[src/rtl/tdm_demux.sv]
// TDM receive demultiplexer: collects one word per channel into a shadow buffer
// and presents the whole frame at once. Optional parity: define TDM_DEMUX_PARITY_EN.
module tdm_demux #(
  parameter int N_CH = 4,
  parameter int W    = 8
) (
  input  logic              clk,
  input  logic              rst,
  input  logic              in_valid,
  input  logic              in_sof,
  input  logic [W-1:0]      in_data,
`ifdef TDM_DEMUX_PARITY_EN
  input  logic              in_par,
  output logic              par_err,
`endif
  output logic [N_CH*W-1:0] out_data,
  output logic              out_valid,
  output logic              frame_err,
  output logic              busy
);

  localparam int IW = (N_CH > 1) ? $clog2(N_CH) : 1;
  localparam logic [IW-1:0] LAST_IDX = IW'(N_CH - 1);

  typedef enum logic [0:0] {IDLE = 1'b0, RECV = 1'b1} state_t;

  state_t                  state_r, state_nxt_s;
  logic [IW-1:0]           idx_r, idx_nxt_s, widx_s;
  logic [N_CH-1:0][W-1:0]  shadow_r, shadow_nxt_s;
  logic                    beat_ok_s, perr_s, store_s, done_s, err_s;

`ifdef TDM_DEMUX_PARITY_EN
  function automatic logic even_par_ok(input logic [W-1:0] d, input logic p);
    return ~(^{d, p});
  endfunction

  // Parity-failing beats are rejected before the frame logic sees them.
  always_comb begin
    perr_s    = in_valid & ~even_par_ok(in_data, in_par);
    beat_ok_s = in_valid & ~perr_s;
  end
`else
  // Every qualified beat is accepted when parity is not built in.
  always_comb begin
    perr_s    = 1'b0;
    beat_ok_s = in_valid;
  end
`endif

  // Next-state, shadow write and completion decode.
  always_comb begin
    state_nxt_s  = state_r;
    idx_nxt_s    = idx_r;
    widx_s       = '0;
    store_s      = 1'b0;
    done_s       = 1'b0;
    err_s        = 1'b0;
    if (perr_s) begin
      state_nxt_s = IDLE;
      idx_nxt_s   = '0;
    end else if (beat_ok_s) begin
      case (state_r)
        IDLE: begin
          if (in_sof) begin
            store_s = 1'b1;
            widx_s  = '0;
          end else begin
            store_s = 1'b0;
          end
        end
        RECV: begin
          store_s = 1'b1;
          if (in_sof) begin
            err_s  = 1'b1;
            widx_s = '0;
          end else begin
            widx_s = idx_r;
          end
        end
        default: begin
          state_nxt_s = IDLE;
          idx_nxt_s   = '0;
        end
      endcase
      // A stored word either finishes the frame or advances the channel index.
      if (store_s && (widx_s == LAST_IDX)) begin
        done_s      = 1'b1;
        state_nxt_s = IDLE;
        idx_nxt_s   = '0;
      end else if (store_s) begin
        state_nxt_s = RECV;
        idx_nxt_s   = widx_s + IW'(1);
      end else begin
        idx_nxt_s = idx_r;
      end
    end else begin
      state_nxt_s = state_r;
    end
  end

  // Shadow image including the word being written this cycle.
  always_comb begin
    shadow_nxt_s = shadow_r;
    if (store_s) begin
      shadow_nxt_s[widx_s] = in_data;
    end else begin
      shadow_nxt_s = shadow_r;
    end
  end

  // State, buffer and registered output pulses.
  always_ff @(posedge clk or posedge rst) begin
    if (rst) begin
      state_r   <= IDLE;
      idx_r     <= '0;
      shadow_r  <= '0;
      out_data  <= '0;
      out_valid <= 1'b0;
      frame_err <= 1'b0;
`ifdef TDM_DEMUX_PARITY_EN
      par_err   <= 1'b0;
`endif
    end else begin
      state_r   <= state_nxt_s;
      idx_r     <= idx_nxt_s;
      shadow_r  <= shadow_nxt_s;
      out_valid <= done_s;
      frame_err <= err_s;
`ifdef TDM_DEMUX_PARITY_EN
      par_err   <= perr_s;
`endif
      if (done_s) begin
        out_data <= shadow_nxt_s;
      end
    end
  end

  assign busy = (state_r == RECV);

endmodule

[config.mk]
export PLATFORM = sky130hd
export DESIGN_NAME = tdm_demux
export DESIGN_NICKNAME = d
export VERILOG_FILES = /design/src/rtl/tdm_demux.sv
export SDC_FILE = /design/constraint.sdc
export NUM_CORES = 1
export LEC_CHECK = 0
export ABC_AREA = 1
export CAP_MARGIN = 40
export CORE_AREA = 2 2 79 81
export CTS_CLUSTER_SIZE = 10
export DETAILED_ROUTE_END_ITERATION = 16
export DIE_AREA = 0 0 81 83
export HOLD_SLACK_MARGIN = 0.05
export PLACE_DENSITY = 0.83
export SLEW_MARGIN = 0
export SYNTH_ARGS = -nofsm -noshare
export SYNTH_HDL_FRONTEND = slang
export SYNTH_SLANG_ARGS = --single-unit
[constraint.sdc]
create_clock -name clk -period 3.29 [get_ports clk]
set_input_delay 0.987 -clock clk [delete_from_list [all_inputs] [get_ports clk]]
set_output_delay 0.987 -clock clk [all_outputs]
set_load 0.02 [all_outputs]
==> metrics.md, run 1 <==
| Metric | Value |
|---|---|
| Worst setup EP type | `flop` |
| CTS tree | `done` |
| Share of layout cells above drive strength 1 | `6.616%` |
| First-pass GRT wire length | `10,830 µm` |
| GR Overflow Total | `0` |
| Die area | `0.006723 mm²` |
| Crit start category | `primary input` |
| Area grow syn2layout | `23.12%` |
| Post-synth top area share | `57.69%` |
| Final min period | `2493 ps` |
| Post-synthesis sequential area ratio | `57.69%` |
| Syn Area/Cell | `8.777 µm²` |
| Worst-path fanout max | `18` |
| Unrepaired setup endpoints after global routing | `no` |
| Final GP Congestion | `0.8258` |
| DP HPWL | `4151 µm` |
| Reg2Reg Capture Point | `out_data[25]$_DFFE_PP0P_` |
| Drt first-iter violations | `284` |
| Vias in the first global route | `2,377` |
| Worst Skew | `4.708 ps` |
| Chip width | `81 µm` |
| Initial antenna violation count | `0` |
| Synthesized cell area | `0.002993 mm²` |
| Routed WL | `6359 µm` |
| Status | `completed` |
| Clock slew at reported path FFs | `60 ps` |
| Port Buffers | `46` |
| Hold_buf cts | `0` |
| Final Hold Viols | `0` |
| Hold_sp | `out_data[27]$_DFFE_PP0P_` |
| Worst-Margin Slew | `563.8 ps` |
| Worst slew margin | `62.36%` |
| Core ar. | `0.005816 mm²` |
| Clock Tree Buf Depth | `2` |
| Antenna cells | `0` |
| Post CTS Setup Buffer Count | `0` |
| Max-capacitance violation count | `0` |
| Peak supply drop | `392.0 µV` |
| Leak | `1.898 nW` |
| PostCTS Resize Cnt | `0` |
| Worst skew pair latency | `340 ps` |
| Period Utilization, post-route | `75.76%` |
| Synth cell types | `20` |
| Hold depth | `2` |
| Placed inst area | `0.003532 mm²` |
| Multi-input logic area | `0.001025 mm²` |
| WL/cell | `13.59 µm` |
| F_max | `401.2 MHz` |
| FF+latch count, synth | `69` |
| Worst Path Arrival | `2770 ps` |
| Clk sink count | `69` |
| Number of fill cells | `521` |
| Flip-flop and latch area | `0.001727 mm²` |
| Pwr dens | `662.3 mW/mm²` |
| Antenna-violating nets left | `0` |
| R2r startpoint | `idx_r[0]$_DFFE_PP0P_` |
| Hold Crit Class | `flop to flop` |
| Drt pass-1 iters | `4` |
| H-tree depth | `3` |
| Fin Setup TNS | `0 ps` |
| Worst Reg-to-Reg Cells | `7` |
| Top post-synthesis cells by area | `dfrtp_1 (58%), nand2_1 (13%), nand3_1 (9.9%), and2_1 (6.7%), inv_1 (5.8%)` |
| Largest net degree at the start of global routing | `70` |
| Final Cell Area | `0.003685 mm²` |
| Post-Syn Instances | `341` |
| Global-route usage over all layers | `21.33%` |
| Row count | `28` |
| Hold Crit Endpoint | `out_data[27]$_DFFE_PP0P_` |
| # IOs | `47` |
| Yosys warns | `0` |
| Syn nets | `354` |
| Clock buffer count from CTS | `9` |
| Largest area contributor in the netlist | `dfrtp_1` |
| Vias | `2,338` |
| WS Path Type | `primary input to flop` |
| Root buffer cell | `clkbuf_8` |
| Final setup fails | `0` |
| Starting Density | `51.46%` |
| Final Max Slew Viols | `0` |
| Chip Height | `83 µm` |
| Reg2reg setup slack | `1410 ps` |
| Vias per cell | `4.996` |
| DRC | `0` |
| Req. time, crit path | `3570 ps` |
| # nets final | `404` |
[flip-flops by register name, indices dropped and copies added (netlist names)]
| signal | flops |
|---|---|
| out_valid | 1 |
| out_data | 32 |
| frame_err | 1 |
| busy | 1 |
| idx_r | 2 |
| shadow_r | 32 |
[how the worst max path moves through the flow]
stage / startpoint / endpoint / slack, ps / depth (start not counted)
6_report: in_sof / out_data[25]$_DFFE_PP0P_ / 800 / 9
5_1_grt: in_sof / out_data[19]$_DFFE_PP0P_ / 650 / 9
4_1_cts: in_sof / out_data[22]$_DFFE_PP0P_ / 830 / 9
3_5_place_dp: in_sof / out_data[17]$_DFFE_PP0P_ / 460 / 9
3_3_place_gp: in_sof / out_data[29]$_DFFE_PP0P_ / 500 / 9
2_1_floorplan: rst / busy$_DFFE_PP0P_ / 560 / 1
[through the flow]
stage | util, % | hold slack [ps] | instances | power, mW | worst slack, ps
final | 63.36 | 477.5 | 468 | 2.440 | 797.5
after global routing | 63.36 | 490.7 | 468 | 2.603 | 648.0
after CTS | 63.36 | 484.9 | 468 | 2.459 | 826.2
after detailed placement | 60.74 | 464.3 | 455 | 1.887 | 455.8
after global placement | 60.74 | 465.0 | 455 | 1.858 | 496.3
after floorplan | - | 521.5 | 341 | 1.603 | 563.1
[cell type report]
class                           instances  area share (%)
Timing Repair Buffer                   50           13.65
Clock buffer                           10           3.735
Sequential cell                        69           46.86
Inverter                               49           4.992
Tap cell                               75           2.547
Multi-Input combinational cell        212           27.81
Clock inverter                          3          0.4075
[layer usage]
layer	part of all wire (%)	track usage (%)	up-vias	routed length [µm]
li1	-	-	1153	-
met1	44	28.67	1110	2815
met2	48	32.01	64	3023
met3	6.0	5.435	11	381
met4	2.2	10.48	0	139
met5	0	0	-	0
[cell usage after synthesis]
| cell type | instances |
|---|---|
| clkinv_1 | 1 |
| dfrtp_1 | 69 |
| nand3_1 | 59 |
| nor2_4 | 3 |
| inv_2 | 2 |
| buf_4 | 2 |
| o21ai_0 | 2 |
| nand2_2 | 1 |
| nor2_1 | 1 |
| nand2_1 | 101 |
| nand3_2 | 1 |
| clkbuf_1 | 2 |
| nor3_1 | 1 |
| nand4_2 | 1 |
| o22ai_1 | 1 |
| inv_1 | 46 |
| and2_1 | 32 |
| ha_1 | 1 |
| buf_2 | 7 |
| nand4_1 | 8 |
[cells by family (layout without fill, tap and decap cells)]
family                   after synthesis  after routing  synth area share (%)
AND/OR/NAND/NOR                      208            208                 33.28
adder cells (fa/ha/maj)                1              1                0.4180
AO/OA/AOI/OAI                          3              3                0.5436
buffers and inverters                 60            112                 8.069
flip-flops                            69             69                 57.69
[placed cells by master (no fill, tap or decap), drive strengths merged]
master	count
clkdlybuf4s50	46
buf	4
o22ai	1
nand3	60
nor3	1
clkinv	4
nor2	4
and2	32
inv	48
nand2	102
o21ai	2
dfrtp	69
ha	1
clkbuf	10
nand4	9
[worst max-delay path, cell delays in order]
cell	delay [ps]
clkdlybuf4s50_1	410
inv_1	120
nand3_1	110
buf_4	190
nor2_4	330
nand2_1	280
nand2_1	140
nand3_1	100
nand2_1	90
[where the power goes]
| part | switching (mW) | total [mW] | internal [mW] | leakage, nW |
|---|---|---|---|---|
| logic | 0.381 | 0.707 | 0.326 | 0.985 |
| clock network | 0.287 | 0.564 | 0.277 | 0.0836 |
| registers | 0.0981 | 1.17 | 1.07 | 0.829 |
No activity file was read; power rests on OpenSTA's default activity.
==> run 2: changes to the inputs <==
- CORE_AREA: 2 2 79 81 -> 2 2 82 84
- DIE_AREA: 0 0 81 83 -> 0 0 84 86
- PLACE_DENSITY: 0.83 -> 0.81
- clock period: 3.29 -> 2.1 ns (I/O delays scaled with it)
==> metrics.md, run 2 (same netlist as run 1, synthesis figures left out) <==
| Metric | Value |
|---|---|
| Final Cell Area | `0.003807 mm² (+3.3%)` |
| WL/cell | `13.59 µm (about the same)` |
| Vias | `2,394 (+2.4%)` |
| Worst path cell trace | `clkdlybuf4s50_1` |
| Routed WL | `6578 µm (+3.4%)` |
| Antenna-violating nets left | `0 (unchanged)` |
| H-tree depth | `3 (unchanged)` |
| Placed inst area | `0.003633 mm² (+2.9%)` |
| Gate power share | `29.3% (+0.3 points)` |
| Worst Path Arrival | `1430 ps (-1340 ps)` |
| Worst Skew | `5.993 ps (+1.286 ps)` |
| Hold_buf cts | `0 (unchanged)` |
| Worst setup EP type | `output pin` |
| Post CTS Setup Buffer Count | `0 (unchanged)` |
| Port Buffers | `46 (unchanged)` |
| Buf/Inv on CP | `1 (-2)` |
| Drt first-iter violations | `162 (-43%)` |
| P_int | `2.704 mW (+62%)` |
| PostCTS Resize Cnt | `0 (unchanged)` |
| WHS | `476.8 ps (-0.6400 ps)` |
| Worst setup margin | `35.86 ps (-761.6 ps)` |
| WS Path Type | `flop to output pin` |
| Critical path's largest stage delay | `640 ps (+230 ps)` |
| Largest net degree at the start of global routing | `70 (unchanged)` |
| Crit start category | `flop` |
| # nets final | `415 (+2.7%)` |
| CTS tree | `done` |
| Global-route usage over all layers | `20.24% (-1.1 points)` |
| Peak supply drop | `450.8 µV (+15%)` |
| First-pass GRT wire length | `11,490 µm (+6.1%)` |
| Status | `completed` |
| Most frequent cells in the layout | `nand2_1 (101), dfrtp_1 (69), nand3_1 (59)` |
| Unrepaired setup endpoints after global routing | `no` |
| Antenna cells | `0 (unchanged)` |
| Worst slew margin | `75.17% (+13 points)` |
| Crit-path slowest cell | `clkdlybuf4s50_1` |
| Hold Crit Class | `flop to flop` |
| Final setup fails | `0 (unchanged)` |
| Clock buffer count from CTS | `9 (unchanged)` |
| Chip Height | `86 µm (+3.6%)` |
| Worst-path fanout max | `6 (-12)` |
| Initial antenna violation count | `0 (unchanged)` |
| Final min period | `2064 ps` |
| Seq pwr share | `46.4% (-1.5 points)` |
| Drt pass-1 iters | `4 (unchanged)` |
| Leak | `1.955 nW (+3.0%)` |
| Top Registers | `out_data: 32 flops, shadow_r: 32 flops, idx_r: 2 flops` |
| Post-Place Worst Slack | `-265.1 ps (-720.9 ps)` |
| Clock slew at reported path FFs | `70 ps (about the same)` |
| Chip width | `84 µm (+3.7%)` |
| Row count | `29 (+3.6%)` |
| GR Overflow Total | `0 (unchanged)` |
| Final Hold Viols | `0 (unchanged)` |
| DP Cell Count | `468 (+2.9%)` |
| Power, Total | `3.919 mW (+61%)` |
| Fin Setup TNS | `0 ps (unchanged)` |
| Worst skew pair latency | `340 ps (about the same)` |
| Period Utilization, post-route | `98.29%` |
| Area grow syn2layout | `27.22%` |
| Switching Fraction | `30.99% (-0.40 points)` |
| F_max | `484.5 MHz` |
| Clock Tree Buf Depth | `2 (unchanged)` |
| DP HPWL | `4365 µm (+5.2%)` |
| Starting Density | `47.68% (-3.8 points)` |
| Final Max Slew Viols | `0 (unchanged)` |
| Max-capacitance violation count | `0 (unchanged)` |
| Final Util | `60.65% (-2.7 points)` |
| Pwr dens | `1029 mW/mm² (+55%)` |
| Die area | `0.007224 mm² (+7.5%)` |
| Worst-Margin Slew | `372.5 ps (-191.3 ps)` |
| Post-Layout Cell Count | `484 (+3.4%)` |
| # IOs | `47 (unchanged)` |
| Root buffer cell | `clkbuf_8` |
| Clk sink count | `69 (unchanged)` |
| Most common cell after layout, fill and taps aside | `nand2_1` |
| Core ar. | `0.006277 mm² (+7.9%)` |
| Vias per cell | `4.946 (-0.99%)` |
| Psw | `1.215 mW (+59%)` |
| Share of layout cells above drive strength 1 | `8.845% (+2.2 points)` |
| Crit path max-delay family | `buffers and inverters` |
| Req. time, crit path | `1470 ps (-2100 ps)` |
| DRC | `0 (unchanged)` |
| Vias in the first global route | `2,517 (+5.9%)` |
| Final GP Congestion | `0.7963 (-3.6%)` |
| Clk network pwr share | `24.3% (+1.2 points)` |
[run 2: power by group through the flow]
stage          Combinational, mW  Sequential (mW)  Clock, mW
6_report                    1.15             1.82      0.952
2_1_floorplan              0.517             1.99          0
4_1_cts                     1.15             1.82      0.970
3_3_place_gp                1.11             1.83          0
3_5_place_dp                1.14             1.84          0
5_1_grt                     1.28             1.86       1.02
[run 2: layout make-up]
cell class                 count  area, µm²
timing repair buffer          61      598.1
multi-input combinational    212       1025
tap                           77      96.34
fill                         545       2470
clock buffer                  15      166.4
clock inverter                 1      5.005
sequential                    69       1727
inverter                      49      190.2
[run 2: worst paths after layout]
check,startpoint,depth (start not counted),slack [ps],to
hold / removal,out_data[24]$_DFFE_PP0P_,2,480,out_data[24]$_DFFE_PP0P_
hold reg to reg,out_data[24]$_DFFE_PP0P_,2,480,out_data[24]$_DFFE_PP0P_
setup / recovery,busy$_DFFE_PP0P_,1,40,busy
max in group asynchronous,rst,3,1060,shadow_r[17]$_DFF_PP0_
setup reg to reg,busy$_DFFE_PP0P_,7,520,out_data[31]$_DFFE_PP0P_
min in group asynchronous,rst,3,730,out_data[27]$_DFFE_PP0P_
[run 2: metal layers]
metal / GRT usage [%] / wire length, µm / vias up
li1: - / - / 1182
met1: 27.34 / 3049 / 1136
met2: 32.22 / 3126 / 70
met3: 4.427 / 346 / 6
met4: 7.918 / 56 / 0
met5: 0 / 0 / -
